--- config.mk ---
export PLATFORM = sky130hd
export DESIGN_NAME = eth_link_ctrl
export DESIGN_NICKNAME = d
export VERILOG_FILES = /design/src/rtl/eth_link_ctrl.sv
export SDC_FILE = /design/constraint.sdc
export NUM_CORES = 1
export LEC_CHECK = 0
export CORE_UTILIZATION = 61
export DETAILED_ROUTE_END_ITERATION = 7
export HOLD_SLACK_MARGIN = 0.08
export PLACE_DENSITY = 0.85
export SYNTH_ARGS = -nofsm -noshare
export SYNTH_HDL_FRONTEND = slang
export SYNTH_SLANG_ARGS = --single-unit
export TNS_END_PERCENT = 1
--- constraint.sdc ---
create_clock -name clk -period 4.8 [get_ports clk]
set_clock_uncertainty 0.15 [all_clocks]
set_input_delay 0.72 -clock clk [delete_from_list [all_inputs] [get_ports clk]]
set_output_delay 0.72 -clock clk [all_outputs]
set_load 0.02 [all_outputs]
--- src/rtl/eth_link_ctrl.sv ---
// eth_link_ctrl: GT reset sequencing plus per-lane block-lock qualification and RX datapath recovery.
// Define ETH_LINK_CTRL_RELOCK_CNT_EN to build the per-lane relock counters; otherwise relock_count reads 0.
module eth_link_ctrl #(
    parameter int LANES           = 1,
    parameter int STARTUP_CYCLES  = 1024,
    parameter int DONE_TIMEOUT    = 65536,
    parameter int DEBOUNCE_CYCLES = 64,
    parameter int LOCK_TIMEOUT    = 131072,
    parameter int DP_RESET_CYCLES = 8
) (
    input  logic                clk,
    input  logic                rst,
    input  logic                gt_powergood,
    input  logic [LANES-1:0]    gt_tx_done,
    input  logic [LANES-1:0]    gt_rx_done,
    input  logic [LANES-1:0]    rx_block_lock,
    output logic                gt_reset_all,
    output logic [LANES-1:0]    gt_rx_dp_reset,
    output logic [LANES-1:0]    link_up,
    output logic [1:0]          ctrl_state,
    output logic [7:0]          retry_count,
    output logic [16*LANES-1:0] relock_count
);
    typedef enum logic [1:0] {IDLE = 2'd0, STARTUP = 2'd1, WAIT_DONE = 2'd2, RUN = 2'd3} g_state_e;
    typedef enum logic [1:0] {LOCKING = 2'd0, UP = 2'd1, DP_RESET = 2'd2} l_state_e;
    localparam int GW = $clog2(STARTUP_CYCLES > DONE_TIMEOUT ? STARTUP_CYCLES : DONE_TIMEOUT);
    localparam int DW = $clog2(DEBOUNCE_CYCLES + 1);
    localparam int LW = $clog2(LOCK_TIMEOUT > DP_RESET_CYCLES ? LOCK_TIMEOUT : DP_RESET_CYCLES);

    g_state_e       state_q, state_d;
    logic [GW-1:0]  timer_q, timer_d;
    logic [7:0]     retry_q, retry_d;
    logic           gt_reset_all_q, gt_reset_all_d;
    logic           all_done, retry, run;
    l_state_e       lane_q [LANES], lane_d [LANES];
    logic [DW-1:0]  deb_q [LANES], deb_d [LANES];
    logic [LW-1:0]  tmr_q [LANES], tmr_d [LANES];
    logic [LANES-1:0] link_up_q, link_up_d, dp_reset_q, dp_reset_d;

    assign all_done = &{gt_tx_done, gt_rx_done};

    always_comb begin
        state_d = state_q;
        timer_d = timer_q;
        retry   = 1'b0;
        case (state_q)
            IDLE: begin
                state_d = STARTUP;
                timer_d = GW'(STARTUP_CYCLES - 1);
            end
            STARTUP: begin
                state_d = (timer_q == '0) ? WAIT_DONE : STARTUP;
                timer_d = (timer_q == '0) ? GW'(DONE_TIMEOUT - 1) : timer_q - GW'(1);
            end
            WAIT_DONE: begin
                state_d = all_done ? RUN : WAIT_DONE;
                retry   = !all_done && timer_q == '0;
                timer_d = timer_q - GW'(1);
            end
            RUN: retry = !all_done;
        endcase
        if (retry) begin
            state_d = STARTUP;
            timer_d = GW'(STARTUP_CYCLES - 1);
        end
        if (!gt_powergood) begin
            state_d = IDLE;
            timer_d = '0;
            retry   = 1'b0;
        end
        retry_d        = (retry && retry_q != 8'hFF) ? retry_q + 8'd1 : retry_q;
        gt_reset_all_d = state_d == IDLE || state_d == STARTUP;
    end

    always_ff @(posedge clk) begin
        if (rst) begin
            state_q        <= IDLE;
            timer_q        <= '0;
            retry_q        <= '0;
            gt_reset_all_q <= 1'b1;
        end else begin
            state_q        <= state_d;
            timer_q        <= timer_d;
            retry_q        <= retry_d;
            gt_reset_all_q <= gt_reset_all_d;
        end
    end

    // Lanes only advance on cycles that both start and stay in RUN, so leaving RUN clears them on the same edge.
    assign run = state_q == RUN && state_d == RUN;

    always_comb begin
        for (int i = 0; i < LANES; i++) begin
            lane_d[i] = lane_q[i];
            deb_d[i]  = deb_q[i];
            tmr_d[i]  = tmr_q[i];
            case (lane_q[i])
                LOCKING: begin
                    deb_d[i] = rx_block_lock[i] ? deb_q[i] + DW'(1) : '0;
                    tmr_d[i] = tmr_q[i] + LW'(1);
                    if (rx_block_lock[i] && deb_q[i] == DW'(DEBOUNCE_CYCLES - 1)) begin
                        lane_d[i] = UP;
                        deb_d[i]  = '0;
                        tmr_d[i]  = '0;
                    end else if (tmr_q[i] == LW'(LOCK_TIMEOUT - 1)) begin
                        lane_d[i] = DP_RESET;
                        tmr_d[i]  = '0;
                    end
                end
                UP: begin
                    deb_d[i] = rx_block_lock[i] ? '0 : deb_q[i] + DW'(1);
                    if (!rx_block_lock[i] && deb_q[i] == DW'(DEBOUNCE_CYCLES - 1)) begin
                        lane_d[i] = DP_RESET;
                        deb_d[i]  = '0;
                        tmr_d[i]  = '0;
                    end
                end
                default: begin
                    tmr_d[i] = tmr_q[i] + LW'(1);
                    if (tmr_q[i] == LW'(DP_RESET_CYCLES - 1)) begin
                        lane_d[i] = LOCKING;
                        deb_d[i]  = '0;
                        tmr_d[i]  = '0;
                    end
                end
            endcase
            if (!run) begin
                lane_d[i] = LOCKING;
                deb_d[i]  = '0;
                tmr_d[i]  = '0;
            end
            link_up_d[i]  = lane_d[i] == UP;
            dp_reset_d[i] = lane_d[i] == DP_RESET;
        end
    end

    always_ff @(posedge clk) begin
        for (int i = 0; i < LANES; i++) begin
            if (rst) begin
                lane_q[i] <= LOCKING;
                deb_q[i]  <= '0;
                tmr_q[i]  <= '0;
            end else begin
                lane_q[i] <= lane_d[i];
                deb_q[i]  <= deb_d[i];
                tmr_q[i]  <= tmr_d[i];
            end
        end
        if (rst) begin
            link_up_q  <= '0;
            dp_reset_q <= '0;
        end else begin
            link_up_q  <= link_up_d;
            dp_reset_q <= dp_reset_d;
        end
    end

`ifdef ETH_LINK_CTRL_RELOCK_CNT_EN
    logic [15:0] relock_q [LANES], relock_d [LANES];

    always_comb begin
        for (int i = 0; i < LANES; i++)
            relock_d[i] = (lane_q[i] != DP_RESET && lane_d[i] == DP_RESET && relock_q[i] != 16'hFFFF) ?
                          relock_q[i] + 16'd1 : relock_q[i];
    end

    always_ff @(posedge clk) begin
        for (int i = 0; i < LANES; i++)
            relock_q[i] <= rst ? 16'd0 : relock_d[i];
    end

    for (genvar g = 0; g < LANES; g++) begin : g_relock
        assign relock_count[16*g +: 16] = relock_q[g];
    end
`else
    assign relock_count = '0;
`endif

    assign gt_reset_all   = gt_reset_all_q;
    assign gt_rx_dp_reset = dp_reset_q;
    assign link_up        = link_up_q;
    assign ctrl_state     = state_q;
    assign retry_count    = retry_q;
endmodule

==> impl_metrics.toml, run 1 <==
[pwr]
p_total_mw = 0.932
power_leakage_nw = 1.20
switching_power_mw = 0.251
ir_worst_vdd_mv = 0.187
clock_power_share_pct = 34.9
p_seq_share_pct = 51.1
combPwrFrac_pct = 14.0
p_per_area_nw_per_um2 = 267
p_int_mw = 0.682
switching_share_pct = 26.9

[global_routing]
grt_antenna_before_repair = 0
grt_pass1_wl_um = 11000
grt-ovfl-total = 0
grt_usage_pct = 25.2
grt_max_degree = 18
first_global_vias = 2447

[logic_synthesis]
synthTopCellsByArea = "dfxtp_1 (34%), nor2_1 (5.9%), a21oi_1 (5.1%), ha_1 (4.3%), xnor2_1 (4.1%)"
ys_ff_latch = 55
synth_top_area_share_pct = 34.2
synth_xor_area_share_pct = 4.62
yosys_most_used_dff = "dfxtp_1"
seq_area_frac_synth_pct = 34.2
postSynthAreaPerCell_um2 = 8.28
synth_top_family_by_area = "simple AND/OR/NAND/NOR gates"
synth_adder_area_share_pct = 4.28
synth-simple-area-share_pct = 27.5
yosysWarnings = 0
synth_area_um2 = 3220
synth_top_cell_by_area = "dfxtp_1"
syn-instance-count = 389
synth_edf_count = 0
ys_types = 62
synth.mux.area_fraction_pct = 0.933
synth-compound-area-share_pct = 21.5
async_flop_share_pct = 0

[timing]
fin_setup_tns_ns = 0
hold_violations = 0
slew_headroom_pct = 29.6
finalCritPeriodShare_pct = 68.5
worstMarginPinSlew_ns = 1.04
finalMaxSlewViolations = 0
finalSetupViolCount = 0
rsz0062_at_grt = "no"
layout_min_cycle_time_ns = 3.29
fmax_mhz = 304

[floorplan]
io-pin-count = 35
rows = 26
core_um2 = 5110
die_h_um = 74.6
start_util_pct = 63.0
die_area_um2 = 5570
fp.dieW_um = 74.6

[drt]
vias = 2886
drt_wl_total_um = 6610
drt-initial-drc-count = 274
vias_per_cell = 6.13
drc = 0
dr.pass1.iters = 5
drtAntennaViolNets = 0
wl_per_cell_um = 14.0

[critical_path]
cp-start-kind = "input pin"
crit_path_end_kind = "flop"
criticalPathCategory = "input pin to flop"
path_max_fanout = 12
cp.arrival_ns = 3.36
worst_ep_required_time_ns = 4.87

[run_status]
status = "complete, no violations"

[layout]
final_layout_size_suffix_gt1_share_pct = 7.48
final_nets = 417
final_cell_mix = "dfxtp_1 (55), nor2_1 (51), a21oi_1 (33)"
n_antenna_cell = 0
syn2layout_area_growth_pct = 8.28
layout_commonest_cell = "dfxtp_1"

[clock_network]
h-tree-depth = 2
cts_buffers = 5
cts_buffer_depth = 2
cts.repair.resized = 0
cts_sinks = 55
cts.clk_slew.worst_paths_ns = 0.10
clock_latency_ns = 0.31
postCtsHoldBufs = 0
cts_setup_buffers = 0
cts_tree = "done"
cts_root_buffer = "clkbuf_8"

[placed_design]
dpl.hpwl_um = 4680
place_congestion = 0.959
portBuffers = 18

[run]
maxCapViolCount = 0

[worst_hold_path]
hp-class = "flop to flop"
[power groups by stage]
stage	clock network (mW)	registers (mW)	logic [mW]
global route	0.349	0.479	0.144
global placement	0	0.487	0.124
CTS	0.332	0.476	0.128
detailed placement	0	0.487	0.126
floorplan	0	0.484	0.110
finish	0.326	0.476	0.130
[kinds of logic (layout without fill, tap and decap cells)]
group                    count (synthesis)  in the layout
AO/OA/AOI/OAI                          102            102
XOR/XNOR                                17             17
adder cells (fa/ha/maj)                 11             11
buffers and inverters                   39             36
flip-flops                              55             55
multiplexers                             3              3
other                                    1             16
AND/OR/NAND/NOR                        161            161
[synthesized netlist by cell type, types with 3 or more instances]
library cell	n
nand3_1	10
a21oi_2	3
o22ai_1	6
a31oi_1	3
o221a_2	7
nor3_1	15
dfxtp_1	55
ha_1	11
clkbuf_1	9
nand2_1	26
inv_1	9
xnor2_1	15
a21oi_1	33
mux2i_1	3
or3_1	4
nor2_1	51
a211oi_1	4
nand2b_1	3
or4_1	8
a41oi_1	5
o31ai_1	7
o21ai_0	15
nand4_1	7
and3_1	4
nor3b_1	4
and4_1	4
nor4_1	8
buf_4	17
[registers in the layout (all words and copies together) (netlist names)]
signal,flops
timer_q,16
retry_count,8
gt_reset_all,1
link_up,1
ctrl_state,2
tmr_q,17
gt_rx_dp_reset,1
deb_q,7
lane_q,2
[stage by stage]
step | cells | area, um2 | setup WS [ns] | util (%) | hold slack [ns]
2_1_floorplan | 404 | 3280 | 2.35 | - | 0.273
3_3_place_gp | 463 | 3360 | 1.30 | 65.9 | 0.287
3_5_place_dp | 463 | 3360 | 1.19 | 65.9 | 0.301
4_1_cts | 471 | 3490 | 1.56 | 68.3 | 0.314
5_1_grt | 471 | 3490 | 1.22 | 68.3 | 0.359
6_report | 471 | 3490 | 1.51 | 68.3 | 0.326
[critical path, cell delays in order]
cell	delay, ns
clkdlybuf4s50_1	0.58
nand2b_1	0.32
a211oi_1	0.66
nand4_1	0.72
a211oi_1	0.36
[path summary, 6_finish.rpt]
path	start	endpoint	slack, ns	cells past startpoint
max	rst	deb_q[0][5]$_SDFFE_PP0P_	1.51	5
min	deb_q[0][6]$_SDFFE_PP0P_	deb_q[0][6]$_SDFFE_PP0P_	0.33	2
max reg2reg	ctrl_state[0]$_SDFF_PP0_	deb_q[0][5]$_SDFFE_PP0P_	1.70	5
min reg2reg	deb_q[0][6]$_SDFFE_PP0P_	deb_q[0][6]$_SDFFE_PP0P_	0.33	2
[area by class of cell]
class                      count  area (um2)
clock inverter                 2        38.8
fill                         418        1620
tap                           70        87.6
clock buffer                   6        82.6
inverter                       9        33.8
sequential                    55        1100
timing repair buffer          19         188
multi-input combinational    310        1950
[routing by layer]
metal	GRT usage, %	vias to the layer above	part of all wire, %
li1	-	1438	-
met1	34.4	1334	47
met2	40.6	98	46
met3	4.82	16	5.5
met4	7.13	0	1.6
met5	0	-	0
Note: power is estimated with default switching activity, not from simulation.
==> run 2, diff against run 1 <==
- CORE_UTILIZATION: 61 -> 51
- PLACE_DENSITY: 0.85 -> 0.76
- clock period: 4.8 -> 3 ns (I/O delays scaled with it)
==> impl_metrics.toml, run 2 (synthesized netlist as in run 1, its figures left out) <==
[timing]
finalMaxSlewViolations = 0
worstMarginPinSlew_ns = 0.652
finalCritPeriodShare_pct = 90.2
rsz0062_at_grt = "no"
slew_headroom_pct = 56.5
hold-worst-slack_ns = 0.307
hold_violations = 0
finalWorstSetupSlack_ns = 0.295
fmax_mhz = 370
fin_setup_tns_ns = 0
layout_min_cycle_time_ns = 2.71
finalSetupViolCount = 0

[pwr]
combPwrFrac_pct = 14.6
p_seq_share_pct = 51.6
power_leakage_nw = 1.23
p_per_area_nw_per_um2 = 417
ir_worst_vdd_mv = 0.252
switching_share_pct = 27.2
clock_power_share_pct = 33.8
p_int_mw = 1.08
switching_power_mw = 0.403

[worst_hold_path]
hold_end = "deb_q[0][6]$_SDFFE_PP0P_"
hold_depth = 2
hp-class = "flop to flop"
min-delay-start = "deb_q[0][6]$_SDFFE_PP0P_"

[run_status]
status = "complete, no violations"

[global_routing]
grt_usage_pct = 21.6
grt_max_degree = 18
grt_antenna_before_repair = 0
first_global_vias = 2525
grt_pass1_wl_um = 11500
grt-ovfl-total = 0

[drt]
vias = 2892
drc = 0
dr.pass1.iters = 5
drt_wl_total_um = 6680
vias_per_cell = 5.96
drt-initial-drc-count = 274
wl_per_cell_um = 13.8
drtAntennaViolNets = 0

[layout]
layout_commonest_cell = "dfxtp_1"
final_cell_mix = "dfxtp_1 (55), nor2_1 (51), a21oi_1 (33)"
syn2layout_area_growth_pct = 10.3
filler_cell_count = 529
final_layout_size_suffix_gt1_share_pct = 9.27
final_nets = 426
n_antenna_cell = 0
regMostFlops = "tmr_q"
largest_reg_flops = 17
fin_cells = 485

[run]
maxCapViolCount = 0

[floorplan]
die_area_um2 = 6630
fp.dieW_um = 81.5
core_um2 = 5990
io-pin-count = 35
die_h_um = 81.5
start_util_pct = 53.7
rows = 28

[clock_network]
cts_root_buffer = "clkbuf_8"
cts_buffers = 5
postCtsHoldBufs = 0
cts_tree = "done"
clock_latency_ns = 0.31
cts_sinks = 55
h-tree-depth = 2
cts_setup_buffers = 0
cts.clk_slew.worst_paths_ns = 0.10
cts.repair.resized = 0
cts_buffer_depth = 2

[critical_path]
reg2regPathDepth = 7
worst_ep_required_time_ns = 3.10
reg2reg_from = "ctrl_state[1]$_SDFF_PP0_"
criticalPathCategory = "flop to flop"
ff2ff_setup_slack_ns = 0.29
path_max_fanout = 16
cp-start-kind = "flop"
r2r-end = "tmr_q[0][14]$_SDFFE_PP0P_"
crit_path_end_kind = "flop"
cp.arrival_ns = 2.80

[placed_design]
dpl.hpwl_um = 4770
dp_slack_ns = 0.328
place_congestion = 0.853
placed_cells = 477
portBuffers = 18
run 2: cell types whose count changed in the layout (fill, tap and decap cells not counted), sizes merged:
cell,before,now
buf,1,10
run 2: final cells by class:
type	instances	area [um2]	share of cell area, %
clock buffers	6	72.6	2.04
multi-input cells	310	1950	55.1
flip-flops and latches	55	1100	31.0
well taps	75	93.8	2.64
repair buffers	28	255	7.19
inverters	9	33.8	0.952
clock inverters	2	38.8	1.09
run 2: worst max path at each step:
stage	from	end	slack [ns]	cells after the start
6_report	ctrl_state[1]$_SDFF_PP0_	tmr_q[0][14]$_SDFFE_PP0P_	0.29	7
5_1_grt	ctrl_state[1]$_SDFF_PP0_	gt_rx_dp_reset$_SDFF_PP0_	0.07	8
4_1_cts	ctrl_state[1]$_SDFF_PP0_	tmr_q[0][14]$_SDFFE_PP0P_	0.28	7
3_5_place_dp	ctrl_state[1]$_SDFF_PP0_	tmr_q[0][14]$_SDFFE_PP0P_	0.33	7
3_3_place_gp	gt_tx_done	retry_count[3]$_SDFFE_PP0P_	0.50	5
2_1_floorplan	ctrl_state[0]$_SDFF_PP0_	link_up$_SDFF_PP0_	0.55	8
run 2: routing by layer:
layer | share of wire (%) | global-route usage [%] | vias to the layer above
li1 | - | - | 1458
met2 | 44 | 32.5 | 86
met1 | 51 | 31.6 | 1341
met5 | 0 | 0 | -
met3 | 4.1 | 2.78 | 7
met4 | 0.99 | 7.32 | 0
run 2: power groups by stage:
stage	clock, mW	combinational, mW	sequential, mW
after floorplan	0	0.175	0.775
after global placement	0	0.209	0.779
after detailed placement	0	0.212	0.779
after CTS	0.510	0.213	0.763
after global routing	0.539	0.241	0.766
final	0.500	0.216	0.763
run 2: critical path: stages (launching register included):
cell	delay, ns
dfxtp_1	0.37
inv_1	0.13
ha_1	0.35
nor4b_1	0.47
nand4_2	0.32
a22oi_2	0.31
nand3_2	0.33
nor2_1	0.21
run 2: stage by stage:
stage | instance area [um2] | utilization, % | power, mW
after CTS | 3550 | 59.3 | 1.49
after global placement | 3440 | 57.4 | 0.987
after detailed placement | 3440 | 57.4 | 0.991
final | 3550 | 59.3 | 1.48
after floorplan | 3280 | - | 0.950
after global routing | 3550 | 59.3 | 1.55
==> run 3, diff against run 2 <==
- CAP_MARGIN: not set -> 10
- MAX_ROUTING_LAYER: not set -> met4
==> impl_metrics.toml, run 3 (synthesized netlist as in run 1, its figures left out) <==
[global_routing]
grt_max_degree = 18
first_global_vias = 2543
grt_usage_pct = 22.2
grt_antenna_before_repair = 0
grt_pass1_wl_um = 11400
grt-ovfl-total = 0

[clock_network]
cts.clk_slew.worst_paths_ns = 0.10
cts_tree = "done"
clock_latency_ns = 0.32
cts.repair.resized = 0
cts_setup_buffers = 0
cts_buffers = 5
cts_buffer_depth = 2
cts_sinks = 55
h-tree-depth = 2
postCtsHoldBufs = 0
cts_root_buffer = "clkbuf_8"

[critical_path]
criticalPathCategory = "flop to flop"
path_max_fanout = 12
cp_slowest_cell = "nor4b_1"
cp-start-kind = "flop"
cp.arrival_ns = 2.72
slowest_delay_ns = 0.44
cp_top_family = "simple AND/OR/NAND/NOR gates"
crit_path_end_kind = "flop"
crit_chain = "inv_1 > ha_1 > nor4b_1 > nand4_2 > a22oi_2 > nand4_1 > buf_4 > nor3_1"
worst_ep_required_time_ns = 3.09
critPathBufInv = 2

[worst_hold_path]
hp-class = "flop to flop"

[placed_design]
portBuffers = 18
dpl.hpwl_um = 4740
place_congestion = 0.864

[timing]
rsz0062_at_grt = "no"
hold_violations = 0
fmax_mhz = 380
finalMaxSlewViolations = 0
worstMarginPinSlew_ns = 0.670
fin_setup_tns_ns = 0
layout_min_cycle_time_ns = 2.63
finalSetupViolCount = 0
finalCritPeriodShare_pct = 87.8
slew_headroom_pct = 55.3

[layout]
layout_commonest_cell = "dfxtp_1"
syn2layout_area_growth_pct = 10.3
seq_area_um2 = 1100
final_nets = 426
multi_input_area_um2 = 1950
largest_reg_flops = 17
n_antenna_cell = 0
final_layout_size_suffix_gt1_share_pct = 9.27
regMostFlops = "tmr_q"
final_cell_mix = "dfxtp_1 (55), nor2_1 (51), a21oi_1 (33)"
filler_cell_count = 541
final_util_pct = 59.3

[drt]
drt_wl_total_um = 6660
vias = 2901
drc = 0
drt-initial-drc-count = 227
dr.pass1.iters = 5
drtAntennaViolNets = 0
vias_per_cell = 5.98
wl_per_cell_um = 13.7

[floorplan]
die_h_um = 81.5
die_area_um2 = 6630
io-pin-count = 35
core_um2 = 5990
start_util_pct = 53.7
fp.dieW_um = 81.5
rows = 28

[pwr]
ir_worst_vdd_mv = 0.274
p_per_area_nw_per_um2 = 416
power_leakage_nw = 1.23

[run_status]
status = "complete, no violations"

[run]
maxCapViolCount = 0
run 3: cell counts in the layout (fill, tap and decap cells not counted):
No cell type changed its count.
run 3: per-stage QoR:
stage | cells | hold WS, ns | total power [mW] | instance area (um2) | setup WS, ns
2_1_floorplan | 404 | 0.273 | 0.950 | 3280 | 0.549
3_3_place_gp | 477 | 0.285 | 0.988 | 3440 | 0.483
3_5_place_dp | 477 | 0.304 | 0.989 | 3440 | 0.378
4_1_cts | 485 | 0.323 | 1.49 | 3550 | 0.376
5_1_grt | 485 | 0.370 | 1.55 | 3550 | 0.0697
6_report | 485 | 0.319 | 1.48 | 3550 | 0.367
run 3: tightest hold or removal path, delay by kind of cell, from the launching register on:
family,cells,cell delay [ns]
compound gates,1,0.07
flops,1,0.32
simple gates,1,0.04
run 3: area by class of cell:
type,count,share of cell area (%)
inverters,9,0.952
multi-input cells,310,55.1
repair buffers,28,7.19
flip-flops and latches,55,31.0
well taps,75,2.64
clock inverters,2,1.09
clock buffers,6,2.04
run 3: report_power, final:
group          total, mW  switching, mW  leakage (nW)  internal (mW)
Clock              0.499          0.246        0.0558          0.252
Combinational      0.214          0.132         0.731         0.0824
Sequential         0.762         0.0207         0.445          0.742
run 3: path summary, 6_finish.rpt:
path	startpoint	to	slack, ns	cells after the start
max	ctrl_state[1]$_SDFF_PP0_	gt_rx_dp_reset$_SDFF_PP0_	0.37	8
min	deb_q[0][6]$_SDFFE_PP0P_	deb_q[0][6]$_SDFFE_PP0P_	0.32	2
max reg2reg	ctrl_state[1]$_SDFF_PP0_	gt_rx_dp_reset$_SDFF_PP0_	0.37	8
min reg2reg	deb_q[0][6]$_SDFFE_PP0P_	deb_q[0][6]$_SDFFE_PP0P_	0.32	2
run 3: routing by layer:
| layer | share of wire [%] | routed length (um) | vias up | global-route usage [%] |
|---|---|---|---|---|
| met5 | 0 | 0 | - | - |
| met4 | 1.2 | 82 | 0 | 6.96 |
| met3 | 3.4 | 228 | 7 | 2.33 |
| met2 | 45 | 2980 | 75 | 34.2 |
| met1 | 51 | 3370 | 1363 | 30.5 |
| li1 | - | - | 1456 | - |
